`config.mk`:
```
export PLATFORM = sky130hd
export DESIGN_NAME = hazard_unit
export DESIGN_NICKNAME = d
export VERILOG_FILES = /design/src/rtl/hazard_unit.sv
export SDC_FILE = /design/constraint.sdc
export NUM_CORES = 1
export LEC_CHECK = 0
export CORE_MARGIN = 4
export CORE_UTILIZATION = 45
export CTS_BUF_LIST = sky130_fd_sc_hd__clkbuf_8
export DETAILED_ROUTE_END_ITERATION = 7
export PLACE_DENSITY_LB_ADDON = 0.08
export SYNTH_ARGS = -nofsm -noshare
export SYNTH_HDL_FRONTEND = slang
export SYNTH_SLANG_ARGS = --single-unit
```
`constraint.sdc`:
```
create_clock -name clk -period 7.7 [get_ports clk]
set_clock_uncertainty 0.1 [all_clocks]
set_input_delay 1.54 -clock clk [delete_from_list [all_inputs] [get_ports clk]]
set_output_delay 1.54 -clock clk [all_outputs]
set_load 0.1 [all_outputs]
```
`src/rtl/hazard_unit.sv`:
```
// hazard_unit: pipeline hazard controller for the IF/ID and ID/EX registers.
// Detects load-use hazards against the instruction in EX and holds PC and IF/ID
// while ID/EX captures bubbles. The stall is stretched to LOAD_STALL_CYCLES by a
// small RUN/STALL FSM. A taken branch/jump squashes IF/ID and aborts any stall.
// Two wrapping counters report stall and flush activity.
//
// Ports:
//   clk, rst              clock, synchronous active-high reset
//   id_rs1/id_rs2         source registers of the ID instruction
//   id_use_rs1/rs2        ID instruction actually reads that source
//   ex_rd, ex_load        destination and load flag of the EX instruction
//   NextPCSrc             taken branch/jump resolved in EX
//   hazard_detection      ID/EX captures a bubble this cycle
//   pc_write, ifid_write  PC / IF/ID may update (0 = hold)
//   ifid_flush            IF/ID loads a NOP
//   stall_active          FSM is in STALL
//   stall_count           cycles with hazard_detection = 1
//   flush_count           cycles with NextPCSrc = 1
module hazard_unit #(
    parameter int unsigned LOAD_STALL_CYCLES = 1,
    parameter int unsigned CNT_W             = 32
) (
    input  logic             clk,
    input  logic             rst,
    input  logic [4:0]       id_rs1,
    input  logic [4:0]       id_rs2,
    input  logic             id_use_rs1,
    input  logic             id_use_rs2,
    input  logic [4:0]       ex_rd,
    input  logic             ex_load,
    input  logic             NextPCSrc,
    output logic             hazard_detection,
    output logic             pc_write,
    output logic             ifid_write,
    output logic             ifid_flush,
    output logic             stall_active,
    output logic [CNT_W-1:0] stall_count,
    output logic [CNT_W-1:0] flush_count
);

    typedef enum logic {StRun, StStall} state_e;

    // Remaining extra bubbles after the one issued in RUN.
    localparam logic [1:0] StallInit = 2'(LOAD_STALL_CYCLES - 1);
    localparam bit         MultiCycle = (LOAD_STALL_CYCLES > 1);

    state_e           state_q, state_d;
    logic [1:0]       cnt_q, cnt_d;
    logic [CNT_W-1:0] stall_count_q, stall_count_d;
    logic [CNT_W-1:0] flush_count_q, flush_count_d;
    logic             load_use;

    // x0 is never a real dependency, so ex_rd == 0 cannot cause a hazard.
    assign load_use = ex_load && (ex_rd != 5'd0) &&
                      ((id_use_rs1 && (id_rs1 == ex_rd)) ||
                       (id_use_rs2 && (id_rs2 == ex_rd)));

    // State register and counters.
    always_ff @(posedge clk) begin
        if (rst) begin
            state_q       <= StRun;
            cnt_q         <= 2'd0;
            stall_count_q <= '0;
            flush_count_q <= '0;
        end else begin
            state_q       <= state_d;
            cnt_q         <= cnt_d;
            stall_count_q <= stall_count_d;
            flush_count_q <= flush_count_d;
        end
    end

    // Next-state logic. A redirect always wins: the ID instruction is wrong-path.
    always_comb begin
        state_d = state_q;
        cnt_d   = cnt_q;
        case (state_q)
            StRun: begin
                if (!NextPCSrc && load_use && MultiCycle) begin
                    state_d = StStall;
                    cnt_d   = StallInit;
                end
            end
            StStall: begin
                if (NextPCSrc) begin
                    state_d = StRun;
                    cnt_d   = 2'd0;
                end else begin
                    cnt_d = cnt_q - 2'd1;
                    if (cnt_q == 2'd1) begin
                        state_d = StRun;
                    end
                end
            end
            default: begin
                state_d = StRun;
                cnt_d   = 2'd0;
            end
        endcase
    end

    // Output logic, combinational from inputs and current state.
    always_comb begin
        hazard_detection = 1'b0;
        pc_write         = 1'b1;
        ifid_write       = 1'b1;
        ifid_flush       = 1'b0;
        if (!rst) begin
            if (NextPCSrc) begin
                ifid_flush = 1'b1;
            end else if ((state_q == StStall) || load_use) begin
                hazard_detection = 1'b1;
                pc_write         = 1'b0;
                ifid_write       = 1'b0;
            end
        end
    end

    // Event counters wrap freely.
    always_comb begin
        stall_count_d = stall_count_q;
        flush_count_d = flush_count_q;
        if (hazard_detection) begin
            stall_count_d = stall_count_q + CNT_W'(1);
        end
        if (NextPCSrc) begin
            flush_count_d = flush_count_q + CNT_W'(1);
        end
    end

    assign stall_active = (state_q == StStall);
    assign stall_count  = stall_count_q;
    assign flush_count  = flush_count_q;

endmodule

```
After elaboration in Yosys (flattened, before gate mapping)

Cells that the tools add are included.

Bitwise operators: 1
Multiplexer cells: 10
Eq/ne operators: 3
Add/subtract/negate cells: 3
Reduce and logical (&&, ||, !) cells: 8

Operators by type and width:

| kind                  | number |
|---|---|
| $add 32x1->32 const B | 2 |
| $eq 5x5->1            | 2 |
| $mux 1                | 9 |
| $reduce_bool 5->1     | 1 |
| $logic_and 1x1->1     | 4 |
| $reduce_or 3->1       | 1 |
| $eq 2x1->1 const B    | 1 |
| $logic_or 1x1->1      | 2 |
| $mux 2                | 1 |
| $sub 2x1->2 const B   | 1 |
| $not 1->1             | 1 |

Word-level logic and storage cells: 29
Output and inout port bits: 69
Bits in registers: 67

Longest topological paths before layout

Gate-level depths: netlist of run 1.

Word-level depth: 8
Depth in mapped cells: 8

Least setup slack after synthesis of run 1

Ideal clock, no wire load.

Kind: input to output
Start point: in ex_rd[1]
End point: out hazard_detection
Required time: 6.060 ns
Arrival: 3.977 ns
Setup slack: 2.083 ns
Stages on the path: 8
Buffers on the path: 2
Cell sequence: or4_1 -> nor2_1 -> nor3b_1 -> a21oi_2 -> buf_4 -> buf_4 -> or2_1 -> inv_2

Cells in the longest elaborated chain, start to end: 8
Elaborated cells between the ends (all ways): 12
Classes of those cells: eq/ne (2); mux (3); reduce/logical (7)

Ends and longest elaborated chain:

| element                              | line   | text |
|---|---|---|
| start: declaration                   | 29     | `input logic [4:0] ex_rd,` |
| $eq 5x5->1 (on tied branches)        | 55, 56 |  |
| $logic_and 1x1->1 (on tied branches) | 55, 56 |  |
| $logic_or 1x1->1                     | 55     | `((id_use_rs1 && (id_rs1 == ex_rd)) \|\|` |
| $logic_and 1x1->1 *                  | 54     | `assign load_use = ex_load && (ex_rd != 5'd0) &&` |
| $logic_or 1x1->1 *                   | 111    | `end else if ((state_q == StStall) \|\| load_use) begin` |
| $mux 1 *                             | 111    |  |
| $mux 1 *                             | 109    | `if (NextPCSrc) begin` |
| $mux 1 *                             | 108    | `if (!rst) begin` |
| end: declaration                     | 32     | `output logic hazard_detection,` |

Every way passes the cells marked *; elsewhere a longest branch is shown, timed or not.

Final worst setup path of run 1

Start point: in ex_rd[1]
End point: out ifid_write

Cells in the longest elaborated chain, start to end: 8
Elaborated cells between the ends (all ways): 12
Classes of those cells: eq/ne (2); mux (3); reduce/logical (7)

Ends and longest elaborated chain:

| element                              | line   | text |
|---|---|---|
| $eq 5x5->1 (on tied branches)        | 55, 56 |  |
| $logic_and 1x1->1 (on tied branches) | 55, 56 |  |
| $logic_or 1x1->1                     | 55     |  |
| $logic_and 1x1->1 *                  | 54     |  |
| $logic_or 1x1->1 *                   | 111    |  |
| $mux 1 *                             | 111    |  |
| $mux 1 *                             | 109    |  |
| $mux 1 *                             | 108    |  |
| end: declaration                     | 34     | `output logic ifid_write,` |

Marked as above.

==> reports/qor.yml, run 1 <==
min_from: "stall_count[31]$_SDFFE_PP0P_"
cts-resized-gates: 0
fill_cells: 647
clk_latency_ns: 0.34
p_seq_share_pct: 49.0
totalWireLength_um: 8000
p_leak_uw: 0.00147
register_area_um2: 1340
die_area_um2: 8640
cts_tree: "yes"
whs_path_depth: 2
drv_cap: 0
grt_max_degree: 62
die_height_um: 93.0
rsz0062_at_grt: "false"
p_switching_uw: 166
cp.required_ns: 6.06
crit-reg2reg-launch: "flush_count[8]$_SDFFE_PP0P_"
critPathLaunchType: "input pin"
relSlewSlack_pct: 33.0
pwr-share-clk_pct: 45.1
grt_pass1_vias: 2815
grt.total_usage_pct: 19.0
path_clk_slew_ns: 0.07
r2r_cells: 6
htreeDepth: 3
multi_input_area_um2: 1810
die_w_um: 93.0
reg2reg_slack_ns: 5.33
syn-num-nets: 405
synth.distinct_cells: 42
pwr-share-comb_pct: 6.0
via_per_inst: 5.40
firstDrtPassIters: 5
clkSinkCount: 67
insertedDiodeCount: 0
ys_seq_elements: 67
path_class: "input pin to output port"
synth_cells: 381
drcViolationCount: 0
finalMaxSlewViolations: 0
ios: 90
hold_viol_final: 0
port_buffers: 89
power_density_nw_per_um2: 162
endpoint_kind: "output port"
drive_above_1_share_pct: 5.98
gr-total-overflow: 0
p_int_uw: 546
switching_share_pct: 23.4
fin_setup_tns_ns: 0
grt_first_pass_wirelength_um: 13300
wl_per_cell_um: 14.2
yosysSeqAreaShare_pct: 41.3
nets: 487
worstMarginPinSlew_ns: 1.00
syn2layout_area_growth_pct: 35.4
fin_crit_sh_pct: 77.0
finalSetupViolCount: 0
design_area_um2: 4400
crit_fanout: 3
hold_path.class: "flop to flop"
post_cts_buffers: 0
vias: 3047
first_iter_violations: 144
reg2reg_to: "flush_count[30]$_SDFFE_PP0P_"
ant_nets: 0
hold_end: "stall_count[31]$_SDFFE_PP0P_"
rows: 30
status: "completed"
antenna_found_initial: 0
start_util_pct: 47.0
arrival_ns: 4.29
clockRootBuffer: "clkbuf_8"
avgSynthCellArea_um2: 8.53
place_hpwl_um: 5550
core_area_um2: 6910
place_congestion: 0.725
holdBufCountCts: 0
synth_warnings: 0
cts_buffer_depth: 2
placed_cell_area_um2: 4180
irDropWorstVdd_mv: 0.105
cts_buffers: 9
synthesis.area_um2: 3250
timing.fmax_ghz: 0.169
period_minus_slack_ns: 5.93
cells by family after synthesis:
kind of cell	count (synthesis)	share of synthesized area, %
adder cells (fa/ha/maj)	3	1.16
XOR/XNOR	41	11.1
flip-flops	67	41.3
AND/OR/NAND/NOR	179	31.1
buffers and inverters	23	3.31
multiplexers	3	0.963
AO/OA/AOI/OAI	65	11.1
worst max path at each step:
stage               startpoint               end  slack (ns)  depth (start not counted)
floorplan             ex_rd[1]  hazard_detection        2.08                          8
global placement      ex_rd[1]          pc_write        1.77                          7
detailed placement    ex_rd[1]        ifid_write        1.76                          7
CTS                   ex_rd[1]        ifid_write        1.76                          7
global route          ex_rd[1]          pc_write        1.66                          7
finish                ex_rd[1]        ifid_write        1.77                          7
layout make-up:
class,instances,area share (%)
sequential,67,30.5
clock inverter,7,2.13
multi-input combinational,291,41.1
clock buffer,9,2.82
timing repair buffer,91,20.5
tap,96,2.73
inverter,3,0.256
per-stage QoR:
step	util [%]	setup slack (ns)	instances	hold WS, ns	total power, µW
global route	63.7	1.66	564	0.428	740
global placement	60.5	1.77	548	0.381	400
CTS	63.7	1.76	564	0.406	722
finish	63.7	1.77	564	0.398	713
floorplan	-	2.08	381	0.434	383
detailed placement	60.5	1.76	548	0.393	400
synthesized netlist by cell type (all sizes together):
cell type	count	share of area [%]
o21ai	20	3.1
nor4	2	0.58
or4	12	2.8
o31ai	11	2.5
a21oi	32	5.0
buf	8	1.6
inv	3	0.35
nor3b	1	0.23
a2bb2oi	1	0.27
o22ai	1	0.19
mux2i	2	0.62
ha	3	1.2
nor2b	2	0.39
and3	18	3.5
nand2	21	2.4
nand3	22	3.8
and2	2	0.39
nand4	22	4.7
nor3	5	1.3
or3	21	4.0
dfxtp	67	41
mux2	1	0.35
nor2	42	4.9
nand2b	2	0.39
or2	2	0.39
and4	5	1.4
clkbuf	12	1.4
xnor2	20	5.4
xor2	21	5.7
metal layers:
metal	share of wire (%)	global-route usage, %	up-vias
met5	0	0	-
met4	0.97	7.33	0
met3	7.1	5.52	5
met2	46	29.5	88
met1	45	24.9	1413
li1	-	-	1541
critical path, cell delays in order:
cell	delay (ns)
clkdlybuf4s50_1	0.47
or4_1	0.53
nor2_1	0.11
nor3b_1	0.09
a21oi_4	0.23
or2_1	0.18
clkdlybuf4s50_1	1.15
power by group through the flow:
stage               logic (µW)  registers (µW)  clock network [µW]
CTS                       43.1             349                 330
detailed placement        43.1             357                   0
global placement          42.8             357                   0
global route              45.5             349                 345
finish                    42.6             349                 321
floorplan                 17.7             365                   0
cell usage in the layout (no fill, tap or decap), types with 2 or more instances in the layout:
cell type and n:
clkdlybuf4s50_1 88, dfxtp_1 67, nor2_1 42, a21oi_1 31, nand4_1 21, nand2_1 21
nand3_1 21, xor2_1 21, or3_1 21, xnor2_1 20, and3_1 18, or4_1 12
o21ai_0 12, o31ai_1 11, clkbuf_8 9, o21ai_1 8, and4_1 4, inv_1 3
nor3_1 3, ha_1 3, nor2b_1 2, nand2b_1 2, and2_1 2, mux2i_1 2
clkinv_4 2, bufinv_16 2, buf_4 2
flip-flops by register name, indices dropped and copies added, names as in the netlist:
name          cells
stall_count      32
cnt_q             2
stall_active      1
flush_count      32
(Power assumes the default switching activity.)
==> run 2: changes to the inputs <==
- clock period: 7.7 -> 5.68 ns (I/O delays scaled with it)
==> run 2 against run 1 <==
Sequential power grew 36%. Design area grew 0.37%. Non-clock buffer count did not move. Sequential share of layout area shrank 0.11 points. Utilization is 0.24 points higher. Die area is the same. Register-to-register slack got worse by 1.9 ns. Global-route usage decreased by 1.2 points. Critical path type unchanged. Largest power group is now the clock network.
==> reports/qor.yml, run 2 (synthesized netlist as in run 1, its figures left out) <==
p_leak_uw: 0.00149  # +1.3%
min_from: "stall_count[20]$_SDFFE_PP0P_"
finalSetupViolCount: 0  # unchanged
antenna_found_initial: 0  # unchanged
core_area_um2: 6910  # unchanged
arrival_ns: 3.09  # -1.20 ns
wl_per_cell_um: 13.7  # -3.6%
r2r_cells: 6  # unchanged
power_uw: 1010  # +41%
hold_path.class: "flop to flop"
clockRootBuffer: "clkbuf_8"
reg2reg_to: "flush_count[30]$_SDFFE_PP0P_"
finalMaxSlewViolations: 0  # unchanged
rsz0062_at_grt: "false"
grt_pass1_vias: 2697  # -4.2%
path_class: "input pin to output port"
ios: 90  # unchanged
period_minus_slack_ns: 4.33
clkSinkCount: 67  # unchanged
clk_latency_ns: 0.33  # about the same
whs_path_depth: 2  # unchanged
hold_end: "stall_count[20]$_SDFFE_PP0P_"
cts_tree: "yes"
totalWireLength_um: 7720  # -3.6%
hold_viol_final: 0  # unchanged
design_area_um2: 4410  # +0.37%
fill_cells: 647  # unchanged
insertedDiodeCount: 0  # unchanged
via_per_inst: 5.51  # +2.0%
cp.required_ns: 4.44  # -1.62 ns
mostFrequentLayoutCells: "clkdlybuf4s50_1, dfxtp_1, nor2_1"
irDropWorstVdd_mv: 0.173  # +65%
grt.total_usage_pct: 17.9  # -1.2 points
worstMarginPinSlew_ns: 0.999  # -0.00317 ns
drcViolationCount: 0  # unchanged
place_congestion: 0.771  # +6.4%
firstDrtPassIters: 4  # -1
grt_max_degree: 69  # +11%
rows: 30  # unchanged
die_area_um2: 8640  # unchanged
grt_first_pass_wirelength_um: 12500  # -6.1%
htreeDepth: 3  # unchanged
cts-resized-gates: 0  # unchanged
power_density_nw_per_um2: 228  # +41%
crit-reg2reg-launch: "flush_count[8]$_SDFFE_PP0P_"
final_common_cell: "clkdlybuf4s50_1"
reg2reg_slack_ns: 3.39  # -1.94 ns
die_w_um: 93.0  # unchanged
cts_buffer_depth: 2  # unchanged
timing.fmax_ghz: 0.231
drv_cap: 0  # unchanged
syn2layout_area_growth_pct: 35.9
gr-total-overflow: 0  # unchanged
ant_nets: 0  # unchanged
relSlewSlack_pct: 33.2  # +0.21 points
fin_crit_sh_pct: 76.2
critPathLaunchType: "input pin"
crit_fanout: 9  # +6
cts_buffers: 9  # unchanged
status: "completed"
setup_slack_ns: 1.35  # -0.416 ns
endpoint_kind: "output port"
post_cts_buffers: 0  # unchanged
vias: 3109  # +2.0%
path_clk_slew_ns: 0.07  # about the same
place_hpwl_um: 5420  # -2.4%
fin_setup_tns_ns: 0  # unchanged
die_height_um: 93.0  # unchanged
nets: 487  # unchanged
start_util_pct: 47.0  # unchanged
drive_above_1_share_pct: 6.62  # +0.64 points
post-place-ws_ns: 1.36  # -0.397 ns
port_buffers: 89  # unchanged
first_iter_violations: 135  # -6.3%
holdBufCountCts: 0  # unchanged
placed_cell_area_um2: 4170  # -0.18%
==> run 2: cell types whose count changed in the layout (fill, tap and decap cells not counted), sizes merged <==
cell and change:
clkbuf +1, clkinv -1, buf +3, clkinvlp -1, clkdlybuf4s50 -3, bufinv +1
==> run 2: how the worst max path moves through the flow <==
stage              start          endpoint  slack [ns]  cells after the start
5_1_grt         ex_rd[1]        ifid_write        1.22                      7
6_report       NextPCSrc        ifid_flush        1.35                      3
3_5_place_dp   NextPCSrc        ifid_flush        1.36                      3
2_1_floorplan   ex_rd[1]  hazard_detection        0.87                      8
4_1_cts        NextPCSrc        ifid_flush        1.35                      3
3_3_place_gp   NextPCSrc        ifid_flush        1.37                      3
==> run 2: routing by layer <==
layer	share of wire [%]	vias up	GRT usage (%)
met1	45	1466	23.5
li1	-	1541	-
met5	0	-	0
met2	46	94	27.5
met4	1.3	0	6.59
met3	7.6	8	5.36
==> run 2: per-stage QoR <==
stage | hold WS, ns | utilization [%] | std cells
3_5_place_dp | 0.384 | 60.4 | 548
4_1_cts | 0.405 | 63.9 | 564
3_3_place_gp | 0.379 | 60.4 | 548
6_report | 0.404 | 63.9 | 564
5_1_grt | 0.429 | 63.9 | 564
2_1_floorplan | 0.434 | - | 381
==> run 2: where the power goes <==
group | switching, µW | internal [µW] | leakage (µW) | total (µW)
Combinational | 34.5 | 23.6 | 0.000819 | 58.1
Clock | 175 | 301 | 0.000127 | 475
Sequential | 2.36 | 471 | 0.000540 | 473
==> run 2: cell type report <==
cell class	count	area, µm²	area share [%]
clock inverter	6	104	2.35
multi-input combinational	291	1810	40.9
tap	96	120	2.72
inverter	3	11.3	0.255
clock buffer	10	138	3.12
sequential	67	1340	30.4
timing repair buffer	91	893	20.2
==> run 2: worst max-delay path: stages <==
cell	delay, ns
clkdlybuf4s50_1	0.63
nor2b_1	0.18
clkdlybuf4s50_1	1.14
==> run 3: changes to the inputs <==
- clock period: 5.68 -> 4.2 ns (I/O delays scaled with it)
==> run 3 against run 2 <==
Design area down 0.31%. Critical path depth rose by 5. First-iteration DRC count up 30%. Non-clock buffer count unchanged. Power up 24%. Combinational power rose by 36%. Utilization is 0.20 points lower. Sequential share of layout area rose by 0.095 points. Sequential cell count unchanged. Worst hold slack got worse by 0.0016 ns. Routed wire length increased by 0.86%. Clock power up 11%. Largest power group is now sequential cells. Highest routed layer unchanged.
==> reports/qor.yml, run 3 (synthesized netlist as in run 1, its figures left out) <==
cts-resized-gates: 0  # unchanged
path_class: "input pin to output port"
endpoint_kind: "output port"
timing.fmax_ghz: 0.269
firstDrtPassIters: 5  # +1
final_common_cell: "clkdlybuf4s50_1"
arrival_ns: 2.77  # -0.32 ns
start_util_pct: 47.0  # unchanged
crit-reg2reg-launch: "flush_count[8]$_SDFFE_PP0P_"
top_usage_layer: "met2"
multi_input_area_um2: 1810  # unchanged
power_density_nw_per_um2: 283  # +24%
die_area_um2: 8640  # unchanged
antenna_found_initial: 0  # unchanged
status: "completed"
core_area_um2: 6910  # unchanged
path_clk_slew_ns: 0.07  # about the same
grt.total_usage_pct: 18.1  # +0.24 points
mostFrequentLayoutCells: "clkdlybuf4s50_1, dfxtp_1, nor2_1"
r2r_cells: 6  # unchanged
drv_cap: 0  # unchanged
drive_above_1_share_pct: 6.85  # +0.23 points
ant_nets: 0  # unchanged
post_cts_buffers: 0  # unchanged
reg2reg_slack_ns: 1.91  # -1.48 ns
first_iter_violations: 176  # +30%
hold_end: "stall_count[20]$_SDFFE_PP0P_"
holdBufCountCts: 0  # unchanged
via_per_inst: 5.46  # -0.98%
die_height_um: 93.0  # unchanged
syn2layout_area_growth_pct: 35.5
finalSetupViolCount: 0  # unchanged
irDropWorstVdd_mv: 0.166  # -4.0%
clk_latency_ns: 0.33  # about the same
finalMaxSlewViolations: 0  # unchanged
grt_use_met1_pct: 24.0  # +0.44 points
worstMarginPinSlew_ns: 1.00  # +0.00466 ns
port_buffers: 89  # unchanged
grt_util_met3_pct: 5.52  # +0.16 points
rsz0062_at_grt: "false"
whs_path_depth: 2  # unchanged
p_leak_uw: 0.00148  # -0.70%
reg2reg_to: "flush_count[30]$_SDFFE_PP0P_"
place_congestion: 0.751  # -2.6%
relSlewSlack_pct: 32.9  # -0.31 points
grt_first_pass_wirelength_um: 12700  # +1.8%
wl_per_cell_um: 13.8  # +1.0%
fin_crit_sh_pct: 88.4
totalWireLength_um: 7780  # +0.86%
grt_max_degree: 57  # -17%
cts_tree: "yes"
clkSinkCount: 67  # unchanged
fin_util_pct: 63.7  # -0.20 points
cts_buffers: 9  # unchanged
clockRootBuffer: "clkbuf_8"
cts_buffer_depth: 2  # unchanged
min_from: "stall_count[20]$_SDFFE_PP0P_"
rows: 30  # unchanged
hold_viol_final: 0  # unchanged
critical_path.top_delay_family: "simple AND/OR/NAND/NOR gates"
fin_setup_tns_ns: 0  # unchanged
crit_buf_inv: 3  # +1
die_w_um: 93.0  # unchanged
placedCellCount: 548  # unchanged
worstPathCellList: "clkdlybuf4s50_1 > or4_1 > nor2_1 > nor3b_1 > a21oi_4 > or2_2 > inv_2 > buf_12"
grt_use_met2_pct: 27.9  # +0.36 points
place_hpwl_um: 5470  # +0.88%
ios: 90  # unchanged
crit_fanout: 8  # -1
register_area_um2: 1340  # unchanged
vias: 3073  # -1.2%
grt_pass1_vias: 2714  # +0.63%
hold_path.class: "flop to flop"
htreeDepth: 3  # unchanged
drcViolationCount: 0  # unchanged
gr-total-overflow: 0  # unchanged
critPathLaunchType: "input pin"
fin_cells: 563  # -0.18%
period_minus_slack_ns: 3.71
fill_cells: 622  # -3.9%
nets: 487  # unchanged
insertedDiodeCount: 0  # unchanged
slowest_stage: "or4_1"
cp.required_ns: 3.26  # -1.18 ns
critical_path.max_stage_delay_ns: 0.55  # -0.59 ns
-- run 3: changes by cell type in the layout (fill, tap and decap cells not counted) --
cell	before	now
buf_12	0	3
buf_4	5	3
bufinv_16	3	1
clkdlybuf4s50_1	85	84
clkinv_2	2	1
clkinv_4	0	1
clkinvlp_4	0	1
or2_1	1	0
or2_2	1	2
-- run 3: cell type report --
cell class	count	area share, %
Tap cell	96	2.73
Timing Repair Buffer	91	21.1
Clock inverter	5	1.25
Multi-Input combinational cell	291	41.1
Clock buffer	10	3.13
Sequential cell	67	30.5
Inverter	3	0.256
-- run 3: per-layer routing --
metal | share of wire, % | up-vias
met2 | 45 | 85
met1 | 47 | 1447
met4 | 0.95 | 0
li1 | - | 1533
met5 | 0 | -
met3 | 7.0 | 8
-- run 3: power breakdown --
part	switching, µW	internal [µW]	leakage [µW]
Combinational	46.8	32.2	0.000837
Sequential	3.19	637	0.000540
Clock	241	285	0.0000995
Total	292	954	0.00148
-- run 3: worst max path at each step --
stage,from,endpoint,slack (ns),depth (start not counted)
2_1_floorplan,ex_rd[1],pc_write,0.34,8
3_3_place_gp,ex_rd[1],hazard_detection,0.49,8
3_5_place_dp,ex_rd[1],hazard_detection,0.48,8
4_1_cts,ex_rd[1],hazard_detection,0.48,8
5_1_grt,ex_rd[1],hazard_detection,0.39,8
6_report,ex_rd[1],hazard_detection,0.49,8
-- run 3: worst register-to-register path, delay by kind of cell (launching register included) --
kind,cells,cell delay [ns]
xor+xnor,1,0.16
simple gates,5,1.48
flops,1,0.44
-- run 3: through the flow --
step | hold slack (ns) | cell area (µm²) | power, µW | setup slack, ns
after floorplan | 0.434 | 3250 | 703 | 0.339
after global placement | 0.382 | 4210 | 734 | 0.492
after detailed placement | 0.392 | 4210 | 734 | 0.480
after CTS | 0.404 | 4400 | 1260 | 0.476
after global routing | 0.415 | 4400 | 1300 | 0.392
final | 0.402 | 4400 | 1250 | 0.488
